## config.mk

```make
export PLATFORM = sky130hd
export DESIGN_NAME = addsub_result_buffer
export DESIGN_NICKNAME = d
export VERILOG_FILES = /design/src/rtl/addsub_pkg.sv /design/src/rtl/addsub_res_fifo.sv /design/src/rtl/addsub_result_buffer.sv
export SDC_FILE = /design/constraint.sdc
export NUM_CORES = 1
export LEC_CHECK = 0
export CORE_MARGIN = 3
export CORE_UTILIZATION = 45
export CTS_CLUSTER_SIZE = 40
export DETAILED_ROUTE_END_ITERATION = 10
export PLACE_DENSITY = 0.76
export SLEW_MARGIN = 20
export SYNTH_ARGS = -nofsm -noshare
export SYNTH_HDL_FRONTEND = slang
export SYNTH_SLANG_ARGS = --single-unit
export TNS_END_PERCENT = 20
```

## constraint.sdc

```tcl
create_clock -name clk -period 3.1 [get_ports clk]
set_input_delay 0.62 -clock clk [delete_from_list [all_inputs] [get_ports clk]]
set_output_delay 0.62 -clock clk [all_outputs]
set_load 0.1 [all_outputs]
```

## src/rtl/addsub_pkg.sv

```systemverilog
// Shared types and constants for the add/subtract result capture path.
package addsub_pkg;

  localparam int unsigned FLAG_V  = 0;
  localparam int unsigned FLAG_C  = 1;
  localparam int unsigned FLAG_Z  = 2;
  localparam int unsigned FLAG_N  = 3;
  localparam int unsigned FLAGS_W = 4;
  localparam int unsigned SUM_W   = 4;

  typedef struct packed {
    logic n;
    logic z;
    logic c;
    logic v;
  } addsub_flags_t;

  typedef struct packed {
    logic [SUM_W-1:0] sum;
    addsub_flags_t    flags;
  } addsub_entry_t;

endpackage

```

## src/rtl/addsub_res_fifo.sv

```systemverilog
// Generic synchronous FIFO; occupancy counter separates full from empty.
module addsub_res_fifo #(
  parameter int unsigned WIDTH_DATA = 8,
  parameter int unsigned DEPTH      = 4
) (
  input  logic                    clk,
  input  logic                    rst_n,
  input  logic                    push,
  input  logic                    pop,
  input  logic [WIDTH_DATA-1:0]   wdata,
  output logic [WIDTH_DATA-1:0]   rdata,
  output logic                    full,
  output logic                    empty,
  output logic [$clog2(DEPTH):0]  count
);

  localparam int unsigned PTR_W = $clog2(DEPTH);

  logic [PTR_W-1:0]      wr_ptr_q, rd_ptr_q;
  logic [PTR_W:0]        count_q, count_d;
  logic [WIDTH_DATA-1:0] mem_q [DEPTH];
  logic                  do_push, do_pop;

  assign full    = (count_q == (PTR_W+1)'(DEPTH));
  assign empty   = (count_q == '0);
  assign do_push = push && !full;
  assign do_pop  = pop && !empty;

  always_comb begin
    count_d = count_q;
    unique case ({do_push, do_pop})
      2'b10:   count_d = count_q + (PTR_W+1)'(1);
      2'b01:   count_d = count_q - (PTR_W+1)'(1);
      default: count_d = count_q;
    endcase
  end

  always_ff @(posedge clk) begin
    if (!rst_n) begin
      wr_ptr_q <= '0;
      rd_ptr_q <= '0;
      count_q  <= '0;
    end else begin
      // Power-of-two depth lets the pointers wrap by natural overflow.
      if (do_push) wr_ptr_q <= wr_ptr_q + PTR_W'(1);
      if (do_pop)  rd_ptr_q <= rd_ptr_q + PTR_W'(1);
      count_q <= count_d;
    end
  end

  always_ff @(posedge clk) begin
    if (do_push) mem_q[wr_ptr_q] <= wdata;
  end

  // Gate the head so stale or never-written storage reads as zero when empty.
  assign rdata = empty ? '0 : mem_q[rd_ptr_q];
  assign count = count_q;

endmodule

```

## src/rtl/addsub_result_buffer.sv

```systemverilog
// Captures adder results with N/Z/C/V status into a FIFO; keeps a sticky overflow bit.
module addsub_result_buffer
  import addsub_pkg::*;
#(
  parameter int unsigned WIDTH = 4,
  parameter int unsigned DEPTH = 4
) (
  input  logic                    clk,
  input  logic                    rst_n,
  input  logic                    clr_sticky,
  input  logic                    in_valid,
  output logic                    in_ready,
  input  logic [WIDTH-1:0]        in_sum,
  input  logic                    in_cout,
  input  logic                    in_sub,
  input  logic                    in_a_msb,
  input  logic                    in_b_msb,
  output logic                    out_valid,
  input  logic                    out_ready,
  output logic [WIDTH-1:0]        out_sum,
  output logic [3:0]              out_flags,
  output logic [$clog2(DEPTH):0]  count,
  output logic                    sticky_ovf
);

  localparam int unsigned ENTRY_W = WIDTH + FLAGS_W;

  logic [FLAGS_W-1:0] flags;
  addsub_flags_t      flags_s;
  logic               push, pop, full, empty;
  logic [ENTRY_W-1:0] rdata;
  logic               sticky_q;

  // B's msb is taken before inversion, so fold the Sub control in for V.
  always_comb begin
    flags         = '0;
    flags[FLAG_N] = in_sum[WIDTH-1];
    flags[FLAG_Z] = (in_sum == '0);
    flags[FLAG_C] = in_cout;
    flags[FLAG_V] = (in_a_msb ~^ (in_b_msb ^ in_sub)) & (in_a_msb ^ in_sum[WIDTH-1]);
  end

  assign flags_s = addsub_flags_t'(flags);

  assign in_ready  = !full;
  assign out_valid = !empty;
  assign push      = in_valid && in_ready;
  assign pop       = out_valid && out_ready;

  addsub_res_fifo #(
    .WIDTH_DATA (ENTRY_W),
    .DEPTH      (DEPTH)
  ) u_fifo (
    .clk   (clk),
    .rst_n (rst_n),
    .push  (push),
    .pop   (pop),
    .wdata ({in_sum, flags}),
    .rdata (rdata),
    .full  (full),
    .empty (empty),
    .count (count)
  );

  assign out_sum   = rdata[ENTRY_W-1:FLAGS_W];
  assign out_flags = rdata[FLAGS_W-1:0];

  // An overflowing push beats a clear on the same edge.
  always_ff @(posedge clk) begin
    if (!rst_n) begin
      sticky_q <= 1'b0;
    end else if (push && flags_s.v) begin
      sticky_q <= 1'b1;
    end else if (clr_sticky) begin
      sticky_q <= 1'b0;
    end
  end

  assign sticky_ovf = sticky_q;

endmodule

```

==> qor.csv <==
metric,value,unit
fmax,395,MHz
clockBufferDepth,2,
arrival,1.91,ns
h-tree-depth,2,
wl_per_cell,14.1,um
synth_edf_count,28,
grt_max_degree,13,
first_global_vias,938,
yosysUniqueCellTypes,33,
crit_path_start_kind,flop,
setup_tns,0,ns
postCtsHoldBufs,0,
syn_nets,126,
syn-cell-area,1630,sq um
rows,21,
synth.top_cell.area_share,0.517,
finalSetupViolCount,0,
ys_ff_latch,38,
async_flop_share,0,
drt-initial-drc-count,14,
min_path_cells,2,
met2_usage,0.223,
yosys_warnings,0,
synth_area_leaders,"edfxtp_1, dfxtp_1, mux4_2, ha_1, nor2b_1",
drc_errors,0,
drv_cap,0,
met1_usage,0.170,
place_inst,175,
max_stage_delay,0.62,ns
hold_viol,0,
final_cells,183,
cts_resized,0,
clock_skew,0.00877,ns
diodes,0,
rr_worst_depth,8,
synth_ff_type,edfxtp_1,
worstPathCellList,mux4_2 -> nor2b_2 -> buf_4,
synth.largest_area_cell,edfxtp_1,
criticalPathCategory,reg -> out,
vias,907,
maxSlewViolCount,0,
nets,155,
grt.overflow.total,0,
syn_inst,107,
path_depth,3,
ctsRootBufferMaster,clkbuf_4,
die_h,66.1,um
first_pass_iters,4,
portBuffers,26,
viasPerCell,4.96,
synth.yosys.seq_area_share,0.640,
top_usage_layer,met2,
clkTransAtPathRegs,0.10,ns
worst_slew_pin_slew,0.567,ns
grt_usage,0.139,
period_minus_slack,2.53,ns
gp_congestion,0.711,
drive_above_1_share,0.277,
syn_area_per_cell,15.2,sq um
grt_pass1_wl,4370,um
dp_hpwl,1840,um
rsz0062_at_grt,no,
fillers,296,
area_delta_synth_final,19.2,%
required,2.48,ns
cpMaxStageDelayCell,dfxtp_1,
postRouteAntennaNets,0,
die_area,4370,sq um
crit_buf_inv,1,
cpLargestDelayFamily,flip-flops,
status,"complete, no violations",
initial_utilization,0.476,
cts_sinks,38,
core,3420,sq um
antenna_found_initial,0,
num_io_pins,27,
cts_buffers,5,
cts_setup_buffers,0,
use_met3,0.0459,
cp_max_fo,7,
tritoncts,done,
slew_headroom,0.618,
hold_path_class,reg -> reg,
end_kind,output port,
final.period_utilization,0.817,
die_x,66.1,um
clock_latency,0.34,ns
wl,2580,um
==> path summary, 6_finish.rpt <==
path	start	end	slack, ns
setup / recovery	flop	out_sum[3]	0.57
hold / removal	u_fifo.rd_ptr_q[0]	flop	0.54
setup reg to reg	u_fifo.count[2]	u_fifo.count[2]	0.59
hold reg to reg	u_fifo.rd_ptr_q[0]	flop	0.54
==> cell usage after synthesis (all sizes together) (2+ instances only) <==
master / n
and3: 4
nor2: 6
buf: 5
nand2b: 2
nand3: 2
dfxtp: 10
edfxtp: 28
mux4: 7
nor2b: 7
ha: 5
a21oi: 4
xor2: 4
inv: 7
a21o: 2
==> flip-flops by register name, summed over array words and instances, names as in the netlist, named ones only <==
register,count
u_fifo.wr_ptr_q,2
u_fifo.mem_q,28
u_fifo.rd_ptr_q,2
u_fifo.count,3
sticky_ovf,1
==> stage by stage <==
step	util	setup WS [ns]	area, sq um	hold slack, ns
2_1_floorplan	-	-0.279	1630	0.485
3_3_place_gp	0.553	0.480	1890	0.508
3_5_place_dp	0.553	0.379	1890	0.512
4_1_cts	0.568	0.517	1940	0.544
5_1_grt	0.568	0.430	1940	0.583
6_report	0.568	0.569	1940	0.540
==> worst reg2reg max path, stage by stage (launching register included) <==
cell     delay, ns
dfxtp_1       0.45
or3b_1        0.53
nand2_1       0.13
ha_1          0.18
inv_1         0.06
fa_1          0.37
xor2_1        0.16
or3_2         0.41
a21oi_1       0.15
==> cells in the final DEF (no fill, tap or decap), types with 3 or more instances in the layout <==
cell             synthesis  layout
a21oi_1                  3       3
clkbuf_4                 0       5
dfxtp_1                 10      10
nor2b_1                  7       6
nor2_1                   6       6
clkdlybuf4s50_1          0      12
buf_4                    1      15
xor2_1                   4       4
edfxtp_1                28      28
inv_1                    7       7
mux4_2                   7       7
ha_1                     5       5
and3_2                   4       4
==> cell type report <==
type / count / area [sq um] / share of cell area
flip-flops and latches: 38 / 1040 / 0.537
inverters: 8 / 30.0 / 0.0155
repair buffers: 27 / 233 / 0.120
clock buffers: 6 / 41.3 / 0.0213
multi-input cells: 56 / 527 / 0.272
clock inverters: 2 / 10.0 / 0.00516
well taps: 46 / 57.6 / 0.0297
==> per-layer routing <==
metal  routed length [um]  vias to the layer above
li1                     -                      446
met1                 1170                      432
met2                 1220                       23
met3                  141                        6
met4                   55                        0
met5                    0                        -
==> kinds of logic after synthesis <==
logic type      count (synthesis)  share of synthesized area
buf+inv                        13                     0.0377
xor+xnor                        5                     0.0269
fa+ha+maj                       6                     0.0508
compound gates                 10                     0.0446
flops                          38                      0.640
simple gates                   27                     0.0969
mux                             8                      0.103
Power is left out: the tool's default activity adds up to more than one toggle a clock period on the data nets, which glitch-free logic cannot reach.
